<file path="src/rtl/scan_select.sv">
// Multiplexed display digit scanner: steps a one-hot digit select through
// DIGITS slots of DIV clocks each, with optional leading blanking per slot.
module scan_select #(
  parameter int DIGITS     = 4,
  parameter int DIV        = 50000,
  parameter int BLANK      = 0,
  parameter int ACTIVE_LOW = 1,
  localparam int IDX_W     = $clog2(DIGITS),
  localparam int CNT_W     = $clog2(DIV)
) (
  input  logic              clk,
  input  logic              rst_n,
  input  logic              en,
  output logic [IDX_W-1:0]  digit_idx,
  output logic [DIGITS-1:0] digit_sel,
  output logic              blank,
  output logic              slot_tick,
  output logic              frame_tick
);

  localparam logic [CNT_W-1:0] CNT_LAST = CNT_W'(DIV - 1);
  localparam logic [IDX_W-1:0] IDX_LAST = IDX_W'(DIGITS - 1);

  logic [CNT_W-1:0]  cnt_q, cnt_d;
  logic [IDX_W-1:0]  idx_q, idx_d;
  logic              slot_tick_q, slot_tick_d;
  logic              frame_tick_q, frame_tick_d;
  logic              wrap;
  logic              in_blank;
  logic [DIGITS-1:0] sel_hot;
  logic [DIGITS-1:0] drive;

  always_ff @(posedge clk or negedge rst_n) begin
    if (!rst_n) begin
      cnt_q        <= '0;
      idx_q        <= '0;
      slot_tick_q  <= 1'b0;
      frame_tick_q <= 1'b0;
    end else begin
      cnt_q        <= cnt_d;
      idx_q        <= idx_d;
      slot_tick_q  <= slot_tick_d;
      frame_tick_q <= frame_tick_d;
    end
  end

  // Everything holds while en=0, so a wrap blocked by en only happens on resume.
  always_comb begin
    cnt_d        = cnt_q;
    idx_d        = idx_q;
    slot_tick_d  = slot_tick_q;
    frame_tick_d = frame_tick_q;
    wrap         = (cnt_q == CNT_LAST);
    if (en) begin
      cnt_d        = wrap ? '0 : cnt_q + 1'b1;
      slot_tick_d  = wrap;
      frame_tick_d = wrap && (idx_q == IDX_LAST);
      if (wrap) begin
        idx_d = (idx_q == IDX_LAST) ? '0 : idx_q + 1'b1;
      end
    end
  end

  generate
    if (BLANK == 0) begin : g_no_blank
      assign in_blank = 1'b0;
    end else begin : g_blank
      assign in_blank = (cnt_q < CNT_W'(BLANK));
    end
  endgenerate

  assign blank     = !rst_n || !en || in_blank;
  assign sel_hot   = DIGITS'(1) << idx_q;
  assign drive     = blank ? '0 : sel_hot;
  assign digit_sel = (ACTIVE_LOW != 0) ? ~drive : drive;
  assign digit_idx = idx_q;

  // A tick held across a freeze becomes visible in the first enabled cycle.
  assign slot_tick  = slot_tick_q & en;
  assign frame_tick = frame_tick_q & en;

endmodule

</file>
<file path="config.mk">
export PLATFORM = sky130hd
export DESIGN_NAME = scan_select
export DESIGN_NICKNAME = d
export VERILOG_FILES = /design/src/rtl/scan_select.sv
export SDC_FILE = /design/constraint.sdc
export NUM_CORES = 1
export LEC_CHECK = 0
export ABC_AREA = 1
export BUFFER_PORTS_ARGS = -buffer_cell sky130_fd_sc_hd__buf_4
export CAP_MARGIN = 5
export CORE_UTILIZATION = 52
export CTS_CLUSTER_SIZE = 10
export DETAILED_ROUTE_END_ITERATION = 12
export PLACE_DENSITY = 0.74
export SLEW_MARGIN = 20
export SYNTH_ARGS = -nofsm -noshare
export SYNTH_HDL_FRONTEND = slang
export SYNTH_SLANG_ARGS = --single-unit
</file>
<file path="constraint.sdc">
create_clock -name clk -period 1.3 [get_ports clk]
set_input_delay 0.065 -clock clk [delete_from_list [all_inputs] [get_ports clk]]
set_output_delay 0.065 -clock clk [all_outputs]
set_load 0.01 [all_outputs]
</file>
==> summary.md <==
| Metric | Value |
|---|---|
| FP Rows | 17 |
| CP Launch Point | cnt_q[1]$_DFFE_PN0P_ |
| Synth top area share | 38.5% |
| PortBufs | 11 |
| WP buf/inv | 0 |
| #FFs+latches synth | 20 |
| RSZ-0062 raised after global routing | true |
| Fmax | 752 MHz |
| Post-synth design cell area | 0.00130 mm^2 |
| Critical Path Stages | 6 |
| Critical Path Fanout Max | 4 |
| Largest net degree at the start of global routing | 21 |
| Worst Clk Skew | 0.00220 ns |
| CP arrival | 1.52 ns |
| Worst hold start | en |
| Minimum clock period | 1.33 ns |
| Setup ws final | -0.0298 ns |
| WL/cell | 12.9 um |
| Core ar. | 0.00228 mm^2 |
| CTS tree | done |
| FF-to-FF Start | cnt_q[1]$_DFFE_PN0P_ |
| Avg Inst Size Synth | 7.51 um^2 |
| Startpoint types | register |
| Starting Density | 57.1% |
| Failing checks | setup timing |
| Setup WS pre-CTS | -0.0262 ns |
| Diode count | 0 |
| Crit path cell chain | ha_4, nand2_4, nor2_4, nand3_4, nor3b_4, nor2_1 |
| Nets | 207 |
| Seq/Total Area, Yosys | 38.5% |
| Max_cap viols | 0 |
| HP Class | in -> reg |
| Tcrit/Tclk final | 102% |
| Area Overhead vs Synth | 21.5% |
| DIE HEIGHT | 52.0 um |
| I/O pins | 12 |
| First-pass GRT wire length | 4730 um |
| Worst-skew pair later-pin latency | 0.29 ns |
| Vias in the first global route | 1045 |
| Fin util | 69.3% |
| R2R setup slack | -0.03 ns |
| Routed WL | 2910 um |
| Via density | 5.16 |
| Final Max Slew Viols | 0 |
| Layout cells sized above 1 | 33.0% |
| Worst Setup Path Type | reg -> reg |
| Post-synthesis cell count | 173 |
| Vias | 1162 |
| H-tree depth | 1 |
| Count of cell types in the netlist | 28 |
| Die Area | 0.00270 mm^2 |
| Critical Path RT | 1.49 ns |
| Routed Antenna Nets | 0 |
| Reg-to-reg endpoint | cnt_q[8]$_DFFE_PN0P_ |
| Ys flop type | dfrtp_1 |
| Max stage delay on crit path | 0.41 ns |
| DR iter-0 viols | 45 |
| P_leak | 0.829 nW |
| Overflow after GRT | 0 |
| DR pass1 iterations | 4 |
| Hold_ws | 0.158 ns |
| EDFF count, synth | 0 |
| Root Driver | clkbuf_4 |
| Slew HR | 81.9% |
| CP max stage cell | dfrtp_1 |
| Synth area leaders | dfrtp_1 (39%), nand2_1 (13%), inv_1 (6.4%), nand3_1 (6.2%), nor2_1 (5.8%) |
| Syn_nets | 181 |
| Ys Warns | 0 |
| Status | complete, but fails checks |
| Post-synth top area cell | dfrtp_1 |
| Slew @ Worst Pin | 0.271 ns |
| Crit path to | cnt_q[8]$_DFFE_PN0P_ |
| FFs w/ async S/R, synth | 100% |
| GP Congestion | 0.871 |
| Number of CTS-inserted buffers | 3 |
| Initial antenna violation count | 0 |
| Gate family responsible for the most delay along the worst path | simple AND/OR/NAND/NOR gates |
| Post-DP HPWL | 2260 um |
| Global Route Usage Sum | 24.6% |
| Layout filler cell count | 181 |
| DRC | 0 |
| Final TNS setup | -0.0298 ns |
| Clk sink count | 20 |
| Post-CTS Setup Inserts | 0 |
| VDD IR max | 0.000785 V |
| PwrDens | 1180 mW/mm^2 |
| Setup violations, final | 1 |
| CTS clock-pin slew for the worst setup and hold paths | 0.11 ns |
| Worst Setup End Kind | register |
| Worst R2R Path Depth | 6 |
| Die X | 52.0 um |
| Buffer depth of the longest clock path | 2 |
| Final Hold Vio Count | 0 |
==> flip-flops by register name, summed over array words and instances, names as in the netlist <==
name / cells
cnt_q: 16
frame_tick_q: 1
digit_idx: 2
slot_tick_q: 1
==> worst register-to-register path, delay by kind of cell (launching register included) <==
kind | cells | cell delay [ns]
and+or+nand+nor | 5 | 0.63
DFF | 1 | 0.41
adders and majority gates | 1 | 0.17
==> worst min path at each step <==
| stage | end | slack (ns) | depth (start not counted) |
|---|---|---|---|
| after floorplan | cnt_q[0]$_DFFE_PN0P_ | -0.23 | 0 |
| final | cnt_q[1]$_DFFE_PN0P_ | 0.16 | 3 |
| after global placement | cnt_q[0]$_DFFE_PN0P_ | 0.07 | 2 |
| after detailed placement | cnt_q[2]$_DFFE_PN0P_ | 0.08 | 2 |
| after CTS | cnt_q[1]$_DFFE_PN0P_ | 0.15 | 3 |
| after global routing | cnt_q[1]$_DFFE_PN0P_ | 0.15 | 3 |
==> power by group <==
| group | internal [W] | total (W) | switching [W] | leakage, nW |
|---|---|---|---|---|
| Sequential | 0.000727 | 0.000859 | 0.000132 | 0.242 |
| Clock | 0.000108 | 0.000291 | 0.000184 | 0.0138 |
| Combinational | 0.000275 | 0.000719 | 0.000443 | 0.573 |
| Total | 0.00111 | 0.00187 | 0.000759 | 0.829 |
==> placed cells by master (no fill, tap or decap), types with 2 or more instances in the layout <==
cell type   n
inv_1      19
nand4_1     3
nand3_1    15
dfrtp_1    18
nand3_4     2
nand2_4     2
inv_2       8
nand2_2     7
buf_4      22
nand3_2     2
ha_1        3
nor2_2      5
nand2_1    43
clkbuf_4    3
nor2_4      6
xor2_1      2
o21ai_0     3
nor2_1     18
dfrtp_2     2
a21oi_1     2
==> layer usage <==
layer,global-route usage (%),share of wire [%]
met1,33.5,45
met2,39.7,47
met3,3.51,6.2
met4,8.11,1.3
met5,0,0
==> timing repair <==
action / CTS / global route
endpoints found under the hold margin: 20 / 0
setup endpoints to repair: 3 / 16
pin swaps: 4 / 3
hold buffers: 1 / 0
resized for setup: 6 / 12
==> cell families (layout without fill, tap and decap cells) <==
family | count (synthesis) | after routing | share of synthesized area [%]
simple gates | 106 | 106 | 40.8
buf+inv | 29 | 53 | 8.96
flops | 20 | 20 | 38.5
compound gates | 10 | 10 | 4.91
fa+ha+maj | 5 | 5 | 4.82
xor+xnor | 3 | 3 | 2.02
==> per-stage QoR <==
step	total power, W	cells	instance area, um^2
global placement	0.00148	221	1480
global route	0.00201	225	1580
floorplan	0.00127	173	1300
detailed placement	0.00151	221	1480
CTS	0.00183	225	1540
finish	0.00187	225	1580
==> cell usage after synthesis, types with 2 or more instances <==
master   instances
nor2_4           5
nor2_1          20
nand3_1         16
nand3_2          2
xor2_1           2
inv_2            5
nor2_2           4
ha_1             5
o21ai_0          3
dfrtp_1         20
a21oi_1          2
nand2_1         45
nand2_2          6
inv_1           22
nand4_1          3
==> area by class of cell <==
type                       instances  area [um^2]  area share (%)
inverter                          27          101            6.42
multi-input combinational        124          741            46.9
timing repair buffer              23          175            11.1
sequential                        20          503            31.9
tap                               28         35.0            2.22
clock buffer                       3         22.5            1.43
Note: power is estimated with default switching activity, not from simulation.
